`src/rtl/rf_pkg.sv`:
```
// Shared defaults and helpers for the register file and its busy scoreboard.
package rf_pkg;

    localparam int DEF_DATA_W = 32;
    localparam int DEF_NREGS  = 16;
    localparam int REG0       = 0;

    // Elaboration-time ceiling log2; returns 1 for n <= 2 so address ports stay non-empty.
    function automatic int clog2(input int n);
        int r;
        r = 1;
        for (int i = 1; i < 31; i++) begin
            if ((1 << i) < n) begin
                r = i + 1;
            end
        end
        return r;
    endfunction

endpackage

```
`src/rtl/scoreboard_bits.sv`:
```
// Per-register busy bits with issue/writeback handshakes and a sticky protocol-error flag.
module scoreboard_bits
    import rf_pkg::*;
#(
    parameter int NREGS = DEF_NREGS,
    localparam int AW   = clog2(NREGS)
) (
    input  logic             clk,
    input  logic             clr,
    input  logic             iss_valid,
    input  logic [AW-1:0]    iss_addr,
    input  logic             wr_en,
    input  logic [AW-1:0]    wr_addr,
    input  logic             wb_accept,
    input  logic [AW-1:0]    wb_addr,
    output logic [NREGS-1:0] busy,
    output logic             iss_ready,
    output logic             err
);

    logic [NREGS-1:0] busy_reg;
    logic [NREGS-1:0] busy_next;
    logic             err_reg;
    logic             err_next;

    // A same-cycle direct write to the destination would race the reservation, so refuse it.
    assign iss_ready = iss_valid & ~busy_reg[iss_addr] & ~(wr_en && (wr_addr == iss_addr));

    // A fresh reservation wins over a stray writeback clearing the same bit.
    generate
        for (genvar gi = 0; gi < NREGS; gi++) begin : g_busy
            always_comb begin
                busy_next[gi] = busy_reg[gi];
                if (wb_accept && (wb_addr == AW'(gi))) begin
                    busy_next[gi] = 1'b0;
                end
                if (iss_ready && (iss_addr == AW'(gi))) begin
                    busy_next[gi] = 1'b1;
                end
            end
        end
    endgenerate

    assign err_next = err_reg
                    | (wr_en & busy_reg[wr_addr])
                    | (wb_accept & ~busy_reg[wb_addr]);

    always_ff @(posedge clk) begin
        if (clr) begin
            busy_reg <= '0;
            err_reg  <= 1'b0;
        end else begin
            busy_reg <= busy_next;
            err_reg  <= err_next;
        end
    end

    assign busy = busy_reg;
    assign err  = err_reg;

endmodule

```
`src/rtl/regfile_scoreboard.sv`:
```
// NREGS x DATA_W register file: two combinational read ports with write bypass,
// one shared write port (direct write over writeback), and a busy scoreboard.
module regfile_scoreboard
    import rf_pkg::*;
#(
    parameter int DATA_W = DEF_DATA_W,
    parameter int NREGS  = DEF_NREGS,
    localparam int AW    = clog2(NREGS)
) (
    input  logic              clk,
    input  logic              clr,
    input  logic [AW-1:0]     ra_addr,
    input  logic [AW-1:0]     rb_addr,
    input  logic              ba_mode,
    output logic [DATA_W-1:0] ra_data,
    output logic [DATA_W-1:0] rb_data,
    output logic              ra_busy,
    output logic              rb_busy,
    input  logic              wr_en,
    input  logic [AW-1:0]     wr_addr,
    input  logic [DATA_W-1:0] wr_data,
    input  logic              iss_valid,
    input  logic [AW-1:0]     iss_addr,
    output logic              iss_ready,
    input  logic              wb_valid,
    input  logic [AW-1:0]     wb_addr,
    input  logic [DATA_W-1:0] wb_data,
    output logic              wb_ready,
    output logic [NREGS-1:0]  busy,
    output logic              err
);

    logic [DATA_W-1:0] regs_reg [NREGS];
    logic              wr_accept;
    logic              we;
    logic [AW-1:0]     waddr;
    logic [DATA_W-1:0] wdata;

    scoreboard_bits #(
        .NREGS (NREGS)
    ) u_scoreboard (
        .clk       (clk),
        .clr       (clr),
        .iss_valid (iss_valid),
        .iss_addr  (iss_addr),
        .wr_en     (wr_en),
        .wr_addr   (wr_addr),
        .wb_accept (wb_ready),
        .wb_addr   (wb_addr),
        .busy      (busy),
        .iss_ready (iss_ready),
        .err       (err)
    );

    // A direct write claims the port even when suppressed, so the writeback stalls regardless.
    assign wb_ready  = wb_valid & ~wr_en;
    assign wr_accept = wr_en & ~busy[wr_addr];
    assign we        = wr_accept | wb_ready;
    assign waddr     = wr_en ? wr_addr : wb_addr;
    assign wdata     = wr_en ? wr_data : wb_data;

    always_ff @(posedge clk) begin
        if (clr) begin
            for (int i = 0; i < NREGS; i++) begin
                regs_reg[i] <= '0;
            end
        end else if (we) begin
            regs_reg[waddr] <= wdata;
        end
    end

    // Zero masking on port A is applied last so it beats the bypass.
    always_comb begin
        ra_data = regs_reg[ra_addr];
        if (we && (waddr == ra_addr)) begin
            ra_data = wdata;
        end
        if (ba_mode && (ra_addr == AW'(REG0))) begin
            ra_data = '0;
        end
    end

    always_comb begin
        rb_data = regs_reg[rb_addr];
        if (we && (waddr == rb_addr)) begin
            rb_data = wdata;
        end
    end

    assign ra_busy = busy[ra_addr];
    assign rb_busy = busy[rb_addr];

endmodule

```
`config.mk`:
```
export PLATFORM = sky130hd
export DESIGN_NAME = regfile_scoreboard
export DESIGN_NICKNAME = d
export VERILOG_FILES = /design/src/rtl/rf_pkg.sv /design/src/rtl/scoreboard_bits.sv /design/src/rtl/regfile_scoreboard.sv
export SDC_FILE = /design/constraint.sdc
export NUM_CORES = 1
export LEC_CHECK = 0
export BUFFER_PORTS_ARGS = -buffer_cell sky130_fd_sc_hd__buf_2
export CAP_MARGIN = 20
export CORE_ASPECT_RATIO = 1.5
export CORE_MARGIN = 2
export CORE_UTILIZATION = 45
export CTS_BUF_LIST = sky130_fd_sc_hd__clkbuf_4 sky130_fd_sc_hd__clkbuf_8
export DETAILED_ROUTE_END_ITERATION = 10
export PLACE_DENSITY_LB_ADDON = 0.1
export RECOVER_POWER = 25
export SLEW_MARGIN = 20
export SYNTH_ARGS = -nofsm -noshare
export SYNTH_HDL_FRONTEND = slang
export SYNTH_SLANG_ARGS = --single-unit
```
`constraint.sdc`:
```
create_clock -name clk -period 8.1 [get_ports clk]
set_input_delay 0.81 -clock clk [delete_from_list [all_inputs] [get_ports clk]]
set_output_delay 0.81 -clock clk [all_outputs]
set_load 0.005 [all_outputs]
```
# Word level (Yosys, flattened, before mapping)
# Memories as Yosys holds them, arrays and structs flattened.
# Cells that the tools add are included.
totals:
  input_bits: 90
  regBits: 17
  mem_count: 1
  ramBits: 512
  word_cells: 181
memory_table:
  columns: ["memory", "depth", "word_bits", "read_ports", "rd_clocked_by_memory_dff", "wr", "line_no", "text"]
  rows:
  - ["regs_reg", 16, 32, 2, 0, 16, "regfile_scoreboard.sv:33", "logic [DATA_W-1:0] regs_reg [NREGS];"]
classes:
  bitwise: 14
  reduce_logical: 56
  n_eq_ne: 33
  n_lt_le_gt_ge: 5
  n_mux: 55
ops:
  columns: ["cell", "count"]
  rows:
  - ["$mux 32", 5]
  - ["$eq 4x4->1 const B", 16]
  - ["$mux 1", 43]
  - ["$logic_and 1x1->1", 36]
  - ["$eq 4x3->1 const B", 8]
  - ["$reduce_bool 2->1", 16]
  - ["$reduce_or 32->1", 1]
  - ["$lt 4x5->1 const B", 5]
  - ["$bmux 1 s4", 5]
  - ["$eq 4x2->1 const B", 4]
  - ["$eq 4x4->1", 3]
  - ["$logic_not 4->1", 3]
  - ["$eq 4x1->1 const B", 2]
  - ["$mux 4", 2]
  - ["$and 1x1->1", 6]
  - ["$not 1->1", 5]
  - ["$or 1x1->1", 3]

# Longest topological paths before layout
# Gate-level depths: netlist (run 1).
logic_depth:
  word_depth: 10
  depth_mapped: 9
  ltp_nobuf: 5

# By module
# From an unflattened synthesis (run 1), not the netlist that was laid out.
hier_totals:
  cells_unflattened: 1983
  hier_area_um2: 29356.9
by_module_without_submodules:
  columns: ["module", "cells_per_inst", "area_each_um2", "seq_area_each_um2", "n_inst"]
  rows:
  - ["regfile_scoreboard", 1860, 28162.0, 15374.7, 1]
  - ["scoreboard_bits", 123, 1194.9, 340.3, 1]

# Least setup slack after synthesis (run 1)
# No wires, ideal clock.
synth_path:
  path_type: "input -> register"
  from: "in wr_addr[0]"
  to: "mem regs_reg[13][0] in the netlist's numbering, enable pin"
  required_time_ns: 7.675
  setup_slack_ns: 4.036
  n_path_buf: 1
  t_arrival_ns: 3.638
  path_stages: 5
  setup_ns: 0.425
  path_cell_list: "mux4_2 o2111a_1 buf_2 or4_1 o21ai_1"
synth_lines:
  columns: ["element", "line_no", "text"]
  rows:
  - ["from (decl)", "regfile_scoreboard.sv:20", "input logic [AW-1:0] wr_addr,"]
  - ["to (decl)", "regfile_scoreboard.sv:33", null]

# Worst setup path after layout (run 1)
layout_path:
  from: "in wr_en"
  to: "out rb_data[17]"
layout_between:
  elab_chain_len: 5
  elab_cells_between_ends: 9
  classes_between: "eq/ne: 1; mux: 3; bitwise: 4; reduce/logical: 1"
layout_rtl:
  columns: ["element", "line_no", "text"]
  rows:
  - ["from (decl)", "regfile_scoreboard.sv:19", "input logic wr_en,"]
  - ["branches (longest 4 deep; another with $mux 4)", null, null]
  - ["$mux 32 (*)", "regfile_scoreboard.sv:85", "if (we && (waddr == rb_addr)) begin"]
  - ["to (decl)", "regfile_scoreboard.sv:16", "output logic [DATA_W-1:0] rb_data,"]
# Mark *: on every way between the ends.

==> flow_metrics.py, run 1 <==
metrics = {
    "pwr": {
        "clkPwrFrac_pct": 34.8,
        "vdd_drop_max_mv": 0.1113,
        "sw_frac_of_total_pct": 27.82,
        "p_seq_share_pct": 48.3,
        "p_switching_w": 0.001889,
        "p_leak_nw": 10.62,
        "p_comb_share_pct": 16.9,
        "p_int_w": 0.004899,
        "power_per_cell_area_mw_per_mm2": 211.7,
        "design_power_total_w": 0.006788,
    },
    "timing": {
        "slew_headroom_pct": -129.5,
        "hold_viol_final": 0,
        "finalClockSkew_ns": 0.02720,
        "max_freq_ghz": 0.1596,
        "finalCritPeriodShare_pct": 77.33,
        "fin_crit_ns": 6.264,
        "worstMarginPinSlew_ns": 3.442,
        "tns_ns": 0,
        "whs_ns": 0.4974,
        "setup_violations": 0,
        "slew_violations": 325,
        "rsz0062_at_grt": "no",
    },
    "logic_synthesis": {
        "async_reset_ff_share_pct": 0,
        "synthesis.nets": 2120,
        "ys_ff_latch": 529,
        "netlist_instances": 2030,
        "synth.distinct_cells": 51,
        "syn_area_per_cell_um2": 14.12,
        "syn_area_mm2": 0.02865,
        "ys_seq_area_share_pct": 54.84,
        "ys_warn_count": 0,
        "synth.area.top_cells": "edfxtp_1 54%, mux4_2 24%, nor2_1 6.9%",
        "synth_top_cell_area_share_pct": 53.66,
        "synth_area_leader_cell": "edfxtp_1",
        "synthFlopType": "edfxtp_1",
        "synth_edf_count": 512,
    },
    "clock_tree": {
        "clock-sinks": 529,
        "ctsHoldBuffers": 0,
        "cts_max_level": 3,
        "numCtsBuffers": 83,
        "clk_pin_slew_ns": 0.06,
        "cts_tree": "yes",
        "cts_buffer_depth": 3,
        "post_cts_buffers": 0,
        "clockRootBuffer": "clkbuf_8",
        "clk_latency_ns": 0.72,
        "cts_resized": 0,
    },
    "critical_path": {
        "reg2reg_slack_ns": 2.51,
        "worstSetupEndpoint": "rb_data[17]",
        "crit_chain": "buf_2 > buf_4 > nor2_1 > a41oi_4 > clkbuf_1 > nand3_4 > mux2_1 > buf_2",
        "cp-end-kind": "output port",
        "r2r_end": "regs_reg[1][23]$_SDFFCE_PN0P_",
        "critical_path_buf_inv_count": 4,
        "worstPathArrival_ns": 5.45,
        "crit_top_cell": "buf_2",
        "r2r_start": "u_scoreboard.busy[3]$_SDFFE_PP0P_",
        "cpLargestDelayFamily": "buffers and inverters",
        "critPathLaunch": "wr_en",
        "start_kind": "primary input",
        "path_depth": 8,
        "slowest_delay_ns": 1.52,
        "criticalPathCategory": "primary input to output port",
        "required_ns": 7.29,
        "critPathSlowestCell": "clkbuf_1",
        "worst-path-max-fanout": 55,
        "r2r_cells": 7,
    },
    "final_layout": {
        "largest_register_ffs": 512,
        "areaGrowthSynthToFinish_pct": 11.92,
        "drive_gt1_share_pct": 33.05,
        "n_fill_cell": 5475,
        "fin_area_mm2": 0.03207,
        "fin_util_pct": 50.74,
        "layout.nets": 2241,
    },
    "floorplan": {
        "die-area_mm2": 0.06575,
        "core-area_mm2": 0.06320,
        "pin_count": 175,
        "core.rowCount": 113,
        "die_y_um": 313.1,
        "start_util_pct": 45.34,
        "die_w_um": 210.0,
    },
    "flow_run": {
        "max_cap_viol_count": 10,
    },
    "routing": {
        "vias": 20520,
        "wirelength_um": 103500,
        "routedWlPerCell_um": 34.21,
        "drcViolationCount": 0,
        "drt_iter0_drc": 2300,
        "routed_via_density": 6.783,
        "ant_nets": 0,
        "drt-pass1-iter-count": 5,
    },
    "worst_hold_path": {
        "hold_path_depth": 3,
        "min_path_type": "primary input to register",
    },
    "run_status": {
        "outcome": "finished, violations left",
        "violations": "capacitance limit, slew limit",
    },
    "global_route": {
        "grt_pass1_vias": 21300,
        "antenna_found_initial": 3,
        "grt.total_usage_pct": 31.69,
        "grt_pass1_wl_um": 146900,
        "grt_max_degree": 83,
        "grt_overflow": 0,
    },
    "placed_design": {
        "port_buffers": 174,
        "dp_hpwl_um": 58500,
        "place_congestion": 0.8479,
        "placed_cell_area_mm2": 0.03042,
    },
}
==> cells in the final DEF (no fill, tap or decap), drive strengths merged, types with 2 or more instances in the layout <==
cell,instances
mux4,309
o22a,3
and2,2
mux2,66
o211ai,4
nand3,23
a22oi,65
nor2b,6
or4b,2
xnor2,7
nor3,33
nor2,525
clkinv,25
nand3b,2
mux2i,10
or4,3
buf,213
edfxtp,512
o311ai,2
o21ai,32
bufinv,3
clkinvlp,5
a31oi,32
nand4b,5
diode,2
nand4,7
nand2,112
nand2b,4
inv,6
clkbuf,131
nor4,32
xor2,5
dfxtp,17
==> stage by stage <==
step	std cells	worst slack [ns]
final	3025	1.836
after CTS	3023	2.660
after detailed placement	2871	2.659
after global routing	3024	1.661
after global placement	2870	2.761
after floorplan	2030	4.036
==> tightest hold or removal path, stage by stage <==
cell and delay, ns:
buf_2 0.17, nand3_1 0.09, o21ai_0 0.06
==> layout make-up <==
class | instances | area (µm²) | share of cell area, %
clock inverter | 34 | 241.5 | 0.7530
inverter | 5 | 18.77 | 0.05853
multi-input combinational | 1306 | 12340 | 38.47
sequential | 529 | 15720 | 49.01
antenna | 2 | 5.005 | 0.01561
timing repair buffer | 226 | 1303 | 4.062
tap | 805 | 1007 | 3.141
clock buffer | 118 | 1443 | 4.499
==> cell families after synthesis <==
| logic type | count (synthesis) | share of synthesized area [%] |
|---|---|---|
| DFF | 529 | 54.84 |
| xor gates and xnor gates | 12 | 0.3668 |
| AOI/OAI and AO/OA | 151 | 3.616 |
| and+or+nand+nor | 758 | 10.84 |
| muxes | 385 | 27.24 |
| buffers and inverters | 195 | 3.087 |
==> cell usage after synthesis (all sizes together) (32+ instances only) <==
cell,count
nor3,33
mux4,309
mux2,66
a31oi,32
edfxtp,512
buf,77
nand2,112
clkbuf,113
o21ai,32
nor4,32
a22oi,65
nor2,525
==> layer usage <==
layer	vias up	global-route usage, %	routed length [µm]
met5	-	0	19
li1	8199	-	-
met1	10650	39.12	36770
met4	4	14.70	4722
met2	1396	53.87	51300
met3	269	6.372	10660
==> power groups by stage <==
| stage | sequential (W) | combinational, W | clock, W |
|---|---|---|---|
| floorplan | 0.00330 | 0.000684 | 0 |
| global placement | 0.00331 | 0.00113 | 0 |
| detailed placement | 0.00334 | 0.00113 | 0 |
| CTS | 0.00328 | 0.00114 | 0.00239 |
| global route | 0.00330 | 0.00119 | 0.00250 |
| finish | 0.00328 | 0.00115 | 0.00236 |
==> how the worst min path moves through the flow <==
stage / start / end / slack [ns]
floorplan: u_scoreboard.busy[6]$_SDFFE_PP0P_ / u_scoreboard.busy[6]$_SDFFE_PP0P_ / 0.50
global placement: u_scoreboard.err$_SDFF_PP0_ / u_scoreboard.err$_SDFF_PP0_ / 0.52
detailed placement: u_scoreboard.err$_SDFF_PP0_ / u_scoreboard.err$_SDFF_PP0_ / 0.52
CTS: iss_addr[2] / u_scoreboard.busy[4]$_SDFFE_PP0P_ / 0.43
global route: iss_addr[2] / u_scoreboard.busy[4]$_SDFFE_PP0P_ / 0.52
finish: iss_addr[2] / u_scoreboard.busy[4]$_SDFFE_PP0P_ / 0.50
Note: power is estimated with default switching activity, not from simulation.
==> run 2: changes to the inputs <==
Clock period 8.1 ns to 5.6 ns, I/O delays scaled along.
==> run 2 against run 1 <==
Against the previous run:
- the run still ends with capacitance limit, slew limit left
- sequential power rose by 45%
- setup slack got worse by 1.1 ns
- count of clock-buffer cells in the layout fell by 7
- design area barely moved
- hold slack got worse by 0.24 ns
- first-iteration DRC count rose by 14%
- utilization barely moved
- flip-flop and latch count did not move
- clock skew rose by 0.030 ns
- die area did not move
- sequential share of layout area barely moved
==> flow_metrics.py, run 2 (synthesis gave the netlist of run 1 again) <==
metrics = {
    "placed_design": {
        "dp_hpwl_um": 61080,
        "pre_cts_ws_ns": 1.183,
        "place_congestion": 0.8670,
        "placedCellCount": 2880,
        "port_buffers": 174,
    },
    "run_status": {
        "outcome": "finished, violations left",
        "violations": "capacitance limit, slew limit",
    },
    "timing": {
        "finalWorstSetupSlack_ns": 0.7327,
        "slew_violations": 260,
        "setup_violations": 0,
        "finalCritPeriodShare_pct": 86.92,
        "finalClockSkew_ns": 0.05713,
        "fin_crit_ns": 4.867,
        "rsz0062_at_grt": "no",
        "slew_headroom_pct": -54.80,
        "worstMarginPinSlew_ns": 2.322,
        "hold_viol_final": 0,
        "tns_ns": 0,
        "whs_ns": 0.2526,
        "max_freq_ghz": 0.2055,
    },
    "clock_tree": {
        "cts_max_level": 3,
        "clockRootBuffer": "clkbuf_8",
        "clk_latency_ns": 0.72,
        "cts_tree": "yes",
        "post_cts_buffers": 0,
        "clk_pin_slew_ns": 0.07,
        "ctsHoldBuffers": 0,
        "numCtsBuffers": 83,
        "cts_resized": 0,
        "clock-sinks": 529,
        "cts_buffer_depth": 3,
    },
    "flow_run": {
        "max_cap_viol_count": 5,
    },
    "critical_path": {
        "worstPathArrival_ns": 4.31,
        "critPathLaunch": "u_scoreboard.busy[10]$_SDFFE_PP0P_",
        "worst-path-max-fanout": 35,
        "criticalPathCategory": "register to output port",
        "cp-end-kind": "output port",
        "start_kind": "register",
        "r2r_start": "u_scoreboard.busy[10]$_SDFFE_PP0P_",
        "required_ns": 5.04,
    },
    "routing": {
        "vias": 20170,
        "ant_nets": 0,
        "drcViolationCount": 0,
        "routedWlPerCell_um": 32.92,
        "drt_iter0_drc": 2620,
        "drt-pass1-iter-count": 7,
        "routed_via_density": 6.662,
        "wirelength_um": 99690,
    },
    "floorplan": {
        "die-area_mm2": 0.06575,
        "die_w_um": 210.0,
        "die_y_um": 313.1,
        "pin_count": 175,
        "core-area_mm2": 0.06320,
        "start_util_pct": 45.34,
        "core.rowCount": 113,
    },
    "final_layout": {
        "layout.nets": 2251,
        "instances_no_fill": 3028,
        "final_cell_mix": "524 x nor2_1, 512 x edfxtp_1, 309 x mux4_2, 163 x buf_2, 112 x nand2_1",
        "areaGrowthSynthToFinish_pct": 11.93,
        "drive_gt1_share_pct": 33.35,
        "largest_register_ffs": 512,
        "layout.cells.most_common": "nor2_1",
    },
    "global_route": {
        "grt_overflow": 0,
        "grt_pass1_vias": 20520,
        "grt_max_degree": 65,
        "grt.total_usage_pct": 30.62,
        "antenna_found_initial": 2,
        "grt_pass1_wl_um": 143300,
    },
    "pwr": {
        "power_per_cell_area_mw_per_mm2": 298.9,
        "p_leak_nw": 10.62,
        "design_power_total_w": 0.009587,
        "vdd_drop_max_mv": 0.1103,
    },
    "worst_hold_path": {
        "min_path_type": "primary input to register",
        "min_from": "iss_addr[2]",
    },
}
[run 2: cell count changes in the layout (fill, tap and decap cells not counted), sizes merged]
cell and delta:
buf +12, diode -1, clkinv +3, bufinv -3, inv +1, clkbuf -9
[run 2: routing by layer]
layer / global-route usage, % / share of wire (%)
met1: 38.94 / 36
met2: 52.13 / 50
met3: 5.010 / 9.5
met4: 13.22 / 4.2
met5: 0 / 0.013
[run 2: cell type report]
cell class              instances  area, µm²
fillers                      5455      31130
clock inverters                35      173.9
inverters                       5      18.77
well taps                     805       1007
multi-input cells            1306      12330
clock buffers                 111       1371
diodes                          1      2.502
flip-flops and latches        529      15720
repair buffers                236       1448
[run 2: path summary, 6_finish.rpt]
| kind | to | slack, ns | cells past startpoint |
|---|---|---|---|
| min | u_scoreboard.busy[4]$_SDFFE_PP0P_ | 0.25 | 3 |
| max | rb_data[13] | 0.73 | 7 |
| max reg2reg | regs_reg[12][6]$_SDFFCE_PN0P_ | 0.87 | 6 |
| min reg2reg | u_scoreboard.err$_SDFF_PP0_ | 0.55 | 1 |
[run 2: worst max-delay path: stages (launching register included)]
cell and delay (ns):
dfxtp_1 0.41, mux4_2 0.56, o2111ai_4 0.19, clkbuf_1 1.33, nand3_2 0.11, buf_4 0.40
mux2_2 0.42, buf_2 0.15
[run 2: through the flow]
| stage | cell area, µm² | util [%] |
|---|---|---|
| 6_report | 32070 | 50.75 |
| 2_1_floorplan | 28650 | - |
| 3_3_place_gp | 30530 | 48.31 |
| 5_1_grt | 32070 | 50.75 |
| 3_5_place_dp | 30530 | 48.31 |
| 4_1_cts | 32080 | 50.76 |
[run 2: power by group]
part | internal [W] | switching (W)
Clock | 0.00159 | 0.00159
Sequential | 0.00462 | 0.000132
Combinational | 0.000677 | 0.000978
